## config.mk

```make
export PLATFORM = sky130hd
export DESIGN_NAME = inst_fetch
export DESIGN_NICKNAME = d
export VERILOG_FILES = /design/src/rtl/inst_fetch.sv
export SDC_FILE = /design/constraint.sdc
export NUM_CORES = 1
export LEC_CHECK = 0
export CAP_MARGIN = 25
export CORE_MARGIN = 4
export CORE_UTILIZATION = 45
export CTS_CLUSTER_DIAMETER = 200
export CTS_CLUSTER_SIZE = 10
export DETAILED_ROUTE_END_ITERATION = 8
export GPL_TIMING_DRIVEN = 0
export PLACE_DENSITY = 0.61
export SYNTH_ARGS = -nofsm -noshare
export SYNTH_HDL_FRONTEND = slang
export SYNTH_SLANG_ARGS = --single-unit
```

## constraint.sdc

```tcl
create_clock -name clock -period 3.2 [get_ports clock]
set_input_delay 0.8 -clock clock [delete_from_list [all_inputs] [get_ports clock]]
set_output_delay 0.8 -clock clock [all_outputs]
set_load 0.02 [all_outputs]
```

## src/rtl/inst_fetch.sv

```systemverilog
`default_nettype none
// ---------------------------------------------------------------------------
// inst_fetch : PC sequencer + prefetch queue feeding decode; stops on HALT.
// Rev 1.0
// ---------------------------------------------------------------------------
module inst_fetch #(
  parameter int          ADDR_W  = 8,
  parameter int          DATA_W  = 16,
  parameter int          DEPTH   = 4,
  parameter logic [4:0]  HALT_OP = 5'b00001
) (
  input  logic              clock,
  input  logic              reset,
  input  logic              enable,
  input  logic              start,
  output logic [ADDR_W-1:0] i_addr,
  input  logic [DATA_W-1:0] i_data,
  input  logic              br_valid,
  input  logic [ADDR_W-1:0] br_addr,
  output logic              out_valid,
  output logic [DATA_W-1:0] out_instr,
  output logic [ADDR_W-1:0] out_pc,
  input  logic              out_ready,
  output logic              halted
);

  localparam int          PW   = $clog2(DEPTH);
  localparam logic [PW:0] FULL = (PW+1)'(DEPTH);

  typedef enum logic [1:0] {
    IDLE   = 2'd0,
    RUN    = 2'd1,
    HALTED = 2'd2
  } state_t;

  state_t              state;
  logic [ADDR_W-1:0]   pc;
  logic [PW:0]         count;
  logic [PW-1:0]       rd_ptr;
  logic [PW-1:0]       wr_ptr;
  logic [ADDR_W-1:0]   pc_q    [DEPTH];
  logic [DATA_W-1:0]   instr_q [DEPTH];

  logic                redirect;
  logic                push;
  logic                pop;
  logic                halt_hit;
  logic [PW-1:0]       rd_nxt;
  logic [PW-1:0]       wr_nxt;
  logic [PW:0]         cnt_nxt;
  logic [ADDR_W-1:0]   head_pc_nxt;
  logic [DATA_W-1:0]   head_instr_nxt;

  assign i_addr    = pc;
  assign out_valid = (count != '0);

  always_comb begin
    redirect = br_valid && (state != IDLE);
    // Fullness is judged on the registered count, so a same-cycle pop never frees a slot early.
    push     = (state == RUN) && !br_valid && (count != FULL);
    pop      = out_valid && out_ready && !br_valid;
    halt_hit = push && (i_data[DATA_W-1 -: 5] == HALT_OP);

    rd_nxt  = rd_ptr;
    wr_nxt  = wr_ptr;
    cnt_nxt = count;
    if (redirect) begin
      rd_nxt  = '0;
      wr_nxt  = '0;
      cnt_nxt = '0;
    end else begin
      if (pop)  rd_nxt = rd_ptr + PW'(1);
      if (push) wr_nxt = wr_ptr + PW'(1);
      if (push && !pop)      cnt_nxt = count + (PW+1)'(1);
      else if (!push && pop) cnt_nxt = count - (PW+1)'(1);
    end

    // Next head comes straight from i_data when the word being written lands at the new read slot.
    if (push && (wr_ptr == rd_nxt)) begin
      head_pc_nxt    = pc;
      head_instr_nxt = i_data;
    end else begin
      head_pc_nxt    = pc_q[rd_nxt];
      head_instr_nxt = instr_q[rd_nxt];
    end
  end

  always_ff @(posedge clock or negedge reset) begin
    if (!reset) begin
      state     <= IDLE;
      pc        <= '0;
      count     <= '0;
      rd_ptr    <= '0;
      wr_ptr    <= '0;
      out_pc    <= '0;
      out_instr <= '0;
      halted    <= 1'b0;
      for (int i = 0; i < DEPTH; i++) begin
        pc_q[i]    <= '0;
        instr_q[i] <= '0;
      end
    end else if (enable) begin
      count     <= cnt_nxt;
      rd_ptr    <= rd_nxt;
      wr_ptr    <= wr_nxt;
      out_pc    <= head_pc_nxt;
      out_instr <= head_instr_nxt;
      if (push) begin
        pc_q[wr_ptr]    <= pc;
        instr_q[wr_ptr] <= i_data;
      end
      case (state)
        IDLE: begin
          if (start) state <= RUN;
        end
        RUN: begin
          if (br_valid) begin
            pc <= br_addr;
          end else if (push) begin
            pc <= pc + ADDR_W'(1);
            if (halt_hit) begin
              state  <= HALTED;
              halted <= 1'b1;
            end
          end
        end
        HALTED: begin
          if (br_valid) begin
            pc     <= br_addr;
            state  <= RUN;
            halted <= 1'b0;
          end
        end
        default: begin
          state  <= IDLE;
          halted <= 1'b0;
        end
      endcase
    end
  end

endmodule
`default_nettype wire

```

==> Yosys cells after proc, flatten, opt, wreduce, memory -nomap -nowiden <==
Cells that the tools add are included.
{ "word_totals": {"regBits": 138, "input_bits": 30, "wordCells": 99} }
{ "classes": {"n_addsub": 5, "magnitude_cmp": 3, "eq_ne": 11, "n_mux": 36, "bitwise_logic": 3, "n_reduce_logical": 25} }
{ "op_table": {"columns": ["operator", "n"], "rows": [
  ["$bwmux 64", 1],
  ["$mux 16", 4],
  ["$mux 8", 7],
  ["$bmux 16 s2", 1],
  ["$bwmux 32", 1],
  ["$demux 16 s2", 1],
  ["$mux 2", 9],
  ["$bmux 8 s2", 1],
  ["$demux 8 s2", 1],
  ["$pmux 8 s2", 1],
  ["$reduce_and 6->1", 2],
  ["$logic_and 1x1->1", 10],
  ["$ne 2x2->1 const B", 5],
  ["$mux 3", 3],
  ["$add 8x1->8 const B", 1],
  ["$ge 3x3->1 const B", 2],
  ["$ne 3x3->1 const B", 2],
  ["$not 2->3", 2],
  ["$pmux 2 s3", 1],
  ["$reduce_and 2->1", 3],
  ["$reduce_bool 2->1", 3],
  ["$reduce_bool 3->1", 2],
  ["$eq 5x1->1 const B", 1],
  ["$add 2x1->2 const B", 2],
  ["12 further kinds", 17]
]} }

==> Depth between registers and ports, before layout <==
{ "depth": {"word_depth": 10, "depth_mapped": 9, "mapped_depth_nobuf": 6} }

==> Worst setup path before layout <==
No wires, ideal clock.
{ "synth_path": {"kind": "input to register", "start": "in i_data[13]", "end": "reg halted", "arrival_ps": 2275, "path_slack_ps": 800, "path_stages": 5, "path_cell_list": "or4b_2 nor4_1 nand2_1 a21oi_1 mux2_2"} }
{ "synth_via": {"elab_chain_len": 4} }
{ "synth_rtl": {"columns": ["element", "line_no", "rtl"], "rows": [
  ["start, declared", "17", "input logic [DATA_W-1:0] i_data,"],
  ["$eq 5x1->1", "62", "halt_hit = push && (i_data[DATA_W-1 -: 5] == HALT_OP);"],
  ["$logic_and 1x1->1", "62", null],
  ["$ne 2x2->1 (no source line)", null, null],
  ["$reduce_and 6->1 (no source line)", null, null],
  ["end signal, assigned", "97", "halted <= 1'b0;"],
  ["end signal, assigned", "123", "halted <= 1'b1;"],
  ["end signal, assigned", "131", "halted <= 1'b0;"],
  ["end, declared", "24", "output logic halted"]
]} }
No other way between the ends.
A chain may end at the register's enable or synchronous reset.

==> Worst setup path in the final report <==
{ "layout_path": {"start": "in br_valid", "end": "reg out_instr[1]"} }
{ "layout_via": {"elab_chain_len": 9, "word_cells_on_any_way": 14, "cone_classes": "1 x eq/ne; 6 x mux; 1 x bitwise; 6 x reduce/logical"} }
{ "layout_rtl": {"columns": ["element", "line_no", "rtl"], "rows": [
  ["start, declared", "18", "input logic br_valid,"],
  ["$logic_not 1->1", "60, 61", null],
  ["$logic_and 1x1->1", "61", "pop = out_valid && out_ready && !br_valid;"],
  ["$mux 2", "72", "if (pop) rd_nxt = rd_ptr + PW'(1);"],
  ["$mux 2", "67", "if (redirect) begin"],
  ["$not 2->3 (implied by the code)", "84", "head_instr_nxt = instr_q[rd_nxt];"],
  ["$bmux 16 s2", "84", null],
  ["$mux 16 (implied by the code) (2 in a row)", "84", null],
  ["$mux 16 (*)", "79", "if (push && (wr_ptr == rd_nxt)) begin"],
  ["end signal, assigned", "107", "out_instr <= head_instr_nxt;"],
  ["end, declared", "21", "output logic [DATA_W-1:0] out_instr,"]
]} }
Mark *: on every way between the ends. The rest lies on a longest branch, timed or not. The select of a mux whose other input is x is not followed.

==> flow_results.org <==
** Run status
- Outcome :: completed

** Critical path
- Category of the critical setup timing path :: input pin to register
- Critical path arrival :: 3.37 ns
- FF-to-FF Start :: state[0]
- In this run the worst setup path terminates at out_instr[1].
- Worst reg-to-reg setup slack :: 0.41 ns
- The most critical setup path has its startpoint at br_valid.
- Critical R2R Capture :: out_instr[1]
- Register-to-Register Path Depth :: 7
- WP data required :: 3.54 ns
- The worst setup path is captured at a register.
- Critical Path Source Type :: input pin
- Along the worst path, the maximum fanout reaches 10.

** Timing
- Setup violations remaining at the end of the flow were counted as 0.
- On the final layout, the worst clock skew is 0.005307 ns.
- Maximum achievable frequency :: 330.0 MHz
- Transition at the pin with the smallest max-transition slack :: 0.8321 ns
- Setup repair after global routing left no endpoint under its margin.
- Minimum clock period :: 3.031 ns
- Dividing the final minimum period by the clock period gives 0.9470.
- Number of pins with negative max-slew slack in the final report :: 0
- The hold violation total from the final report came to 0.
- Rel. slew slack :: 0.4453

** Global routing
- First-pass GRT wire length :: 40.57 mm
- Grt total ovfl :: 0
- Across every metal layer, demand over resource in global routing totals 0.2548.
- Entering global routing, the biggest net connects 87 pins.
- Initial antenna violation count :: 0
- Number of global-route vias before repair :: 7205

** Power and ir drop
- Power comes to 10.05 mW.
- Pwr dens :: 1018 nW/um2
- Worst vdd rail ir drop :: 497.8 uV
- For this design the static power due to leakage is 3.937 nW.

** Yosys
- Average size of a mapped cell :: 10.98 um2
- Net count after synthesis :: 796
- The netlist uses 62 different library cells.
- Yosys mapped a number of flops with a built-in enable equal to 0.
- Cell count after synthesis :: 760
- Yosys synthesis warning count :: 0
- In the synthesized netlist the async set-or-reset flop fraction comes to 1.000.
- After synthesis the cells add up to 8342 um2.
- Among all flip-flop cells after synthesis, the most frequent one is dfrtp_1.
- Register bit total from synthesis :: 138
- Proportion of synthesized chip area in sequential cells :: 0.4140

** Place
- Global placement routability congestion :: 0.8679
- Detailed placement finished with a half-perimeter wire length of 17.36 mm.
- # placed instances :: 1052
- Port-buffer cells :: 62

** Floorplan
- In this run the horizontal extent of the chip is 144.2 um.
- Std cell rows :: 49
- I/O pin cnt :: 64
- The core region is 18090 um2.
- Die height :: 144.2 um
- Initial core utilization :: 0.4612
- The die covers 20780 um2.

** CTS
- The later pin in the worst-skew pair is clocked with a latency of 0.42 ns.
- After clock tree synthesis, the clock-pin slew on the worst setup and hold paths is 0.06 ns.
- Count of clock tree sinks :: 138
- No sink is reached through more buffers than the 2 on the longest clock path.
- Cts bufs inserted :: 17
- TritonCTS built the clock tree.
- Count of instances resized after the clock tree is built :: 0
- In this run the post-CTS setup repair buffer count came out at 0.
- Clock Root Buffer :: clkbuf_16
- Number of hold buffers added after CTS :: 0
- CTS built an H-tree with a depth of 4.

** Cells and area
- Most common cell after layout, fill and taps aside :: dfrtp_1
- Count of non-filler cells in the finished layout :: 1083
- P&R area growth vs syn :: 18.36%
- Layout fillers :: 1541
- Nets :: 878
- Measured on the finished design, the core utilization comes to 0.5459.
- The library cells used most frequently in the layout, excluding fill and tap cells, are 138 x dfrtp_1, 122 x mux2_2, 104 x nand2_1.
- Number of antenna diodes :: 0
- Fraction of layout instances using a drive strength above 1 :: 0.2623

** Route
- Summed over all layers, the routed wires come to 25.82 mm.
- In the routed layout, each cell is associated on average with a via count of 6.469.
- ANT nets after route :: 0
- Total number of vias :: 7006
- First-pass iteration count of the detailed router :: 5
- DR WL/cell :: 23.84 um
- After detailed routing, the number of remaining DRC violations is 0.
- Initial DRC count :: 834

** Job
- Max capacitance violation total :: 0

** Min path
- The worst hold path belongs to the class input pin to asynchronous set/reset pin.
[critical path: stages]
cell and delay (ns):
clkdlybuf4s50_1 0.53, o21a_1 0.13, buf_2 0.26, nor2_1 0.13, o311ai_4 0.40, clkbuf_1 0.60
a41oi_1 0.30, a31oi_4 0.21
[synthesized netlist by cell type (all sizes together), types with 11 or more instances]
library cell / count / area share
a211oi: 43 / 0.039
clkbuf: 41 / 0.019
nand2: 104 / 0.047
nand3: 13 / 0.0078
dfrtp: 138 / 0.41
a41oi: 24 / 0.025
inv: 11 / 0.0049
a31oi: 27 / 0.056
a311o: 42 / 0.050
and3: 45 / 0.034
mux2: 122 / 0.16
a21oi: 13 / 0.0092
buf: 36 / 0.031
nor2: 13 / 0.0059
o21ai: 16 / 0.010
[how the worst min path moves through the flow]
stage               endpoint  slack [ns]
2_1_floorplan    instr_q[57]        0.48
3_3_place_gp          halted        0.50
3_5_place_dp     instr_q[41]        0.50
4_1_cts        out_instr[10]        0.34
5_1_grt        out_instr[10]        0.35
6_report       out_instr[10]        0.32
[final cells by class]
class / instances / area [um2] / area share
buffer: 77 / 411.6 / 0.04169
clock buffer: 23 / 478.0 / 0.04841
clock inverter: 8 / 117.6 / 0.01191
inverter: 11 / 41.29 / 0.004182
multi-input combinational: 534 / 4436 / 0.4492
sequential: 138 / 3453 / 0.3498
tap: 229 / 286.5 / 0.02902
timing repair buffer: 63 / 649.4 / 0.06577
[report_power, final]
group / internal [mW] / leakage [nW] / switching, mW / total (mW)
Combinational: 2.19 / 2.00 / 2.53 / 4.72
Sequential: 2.60 / 1.64 / 0.696 / 3.30
Clock: 1.28 / 0.293 / 0.753 / 2.03
Total: 6.07 / 3.94 / 3.98 / 10.1
[state kept, by name, indices dropped and copies added (netlist names)]
signal and cells:
rd_ptr 2, pc_q 32, instr_q 64, out_instr 16
halted 1, out_pc 8, state 2, wr_ptr 2
i_addr 8, count 3
[cell families (layout without fill, tap and decap cells)]
kind of cell | after synthesis | after routing | share of synthesized area
flops | 138 | 138 | 0.4140
simple gates | 201 | 201 | 0.1213
fa+ha+maj | 6 | 6 | 0.009900
mux | 128 | 128 | 0.1719
compound gates | 197 | 197 | 0.2265
buf+inv | 88 | 182 | 0.05430
xor+xnor | 2 | 2 | 0.002100
[layer usage]
layer	wire, um	global-route usage
met1	11180	0.3479
met2	11940	0.3976
met3	1989	0.05589
met4	716	0.09917
met5	0	0
[through the flow]
step                area (um2)  hold slack (ns)  setup TNS, ns  setup slack, ns
floorplan                 8342           0.4793              0           0.8004
global placement          9249           0.4959        -595.85           -4.320
detailed placement        9278           0.5027         -2.787          -0.1791
CTS                       9873           0.3431              0           0.2720
global route              9873           0.3471              0           0.1270
finish                    9873           0.3174              0           0.1695
No activity file was read; power rests on OpenSTA's default activity.
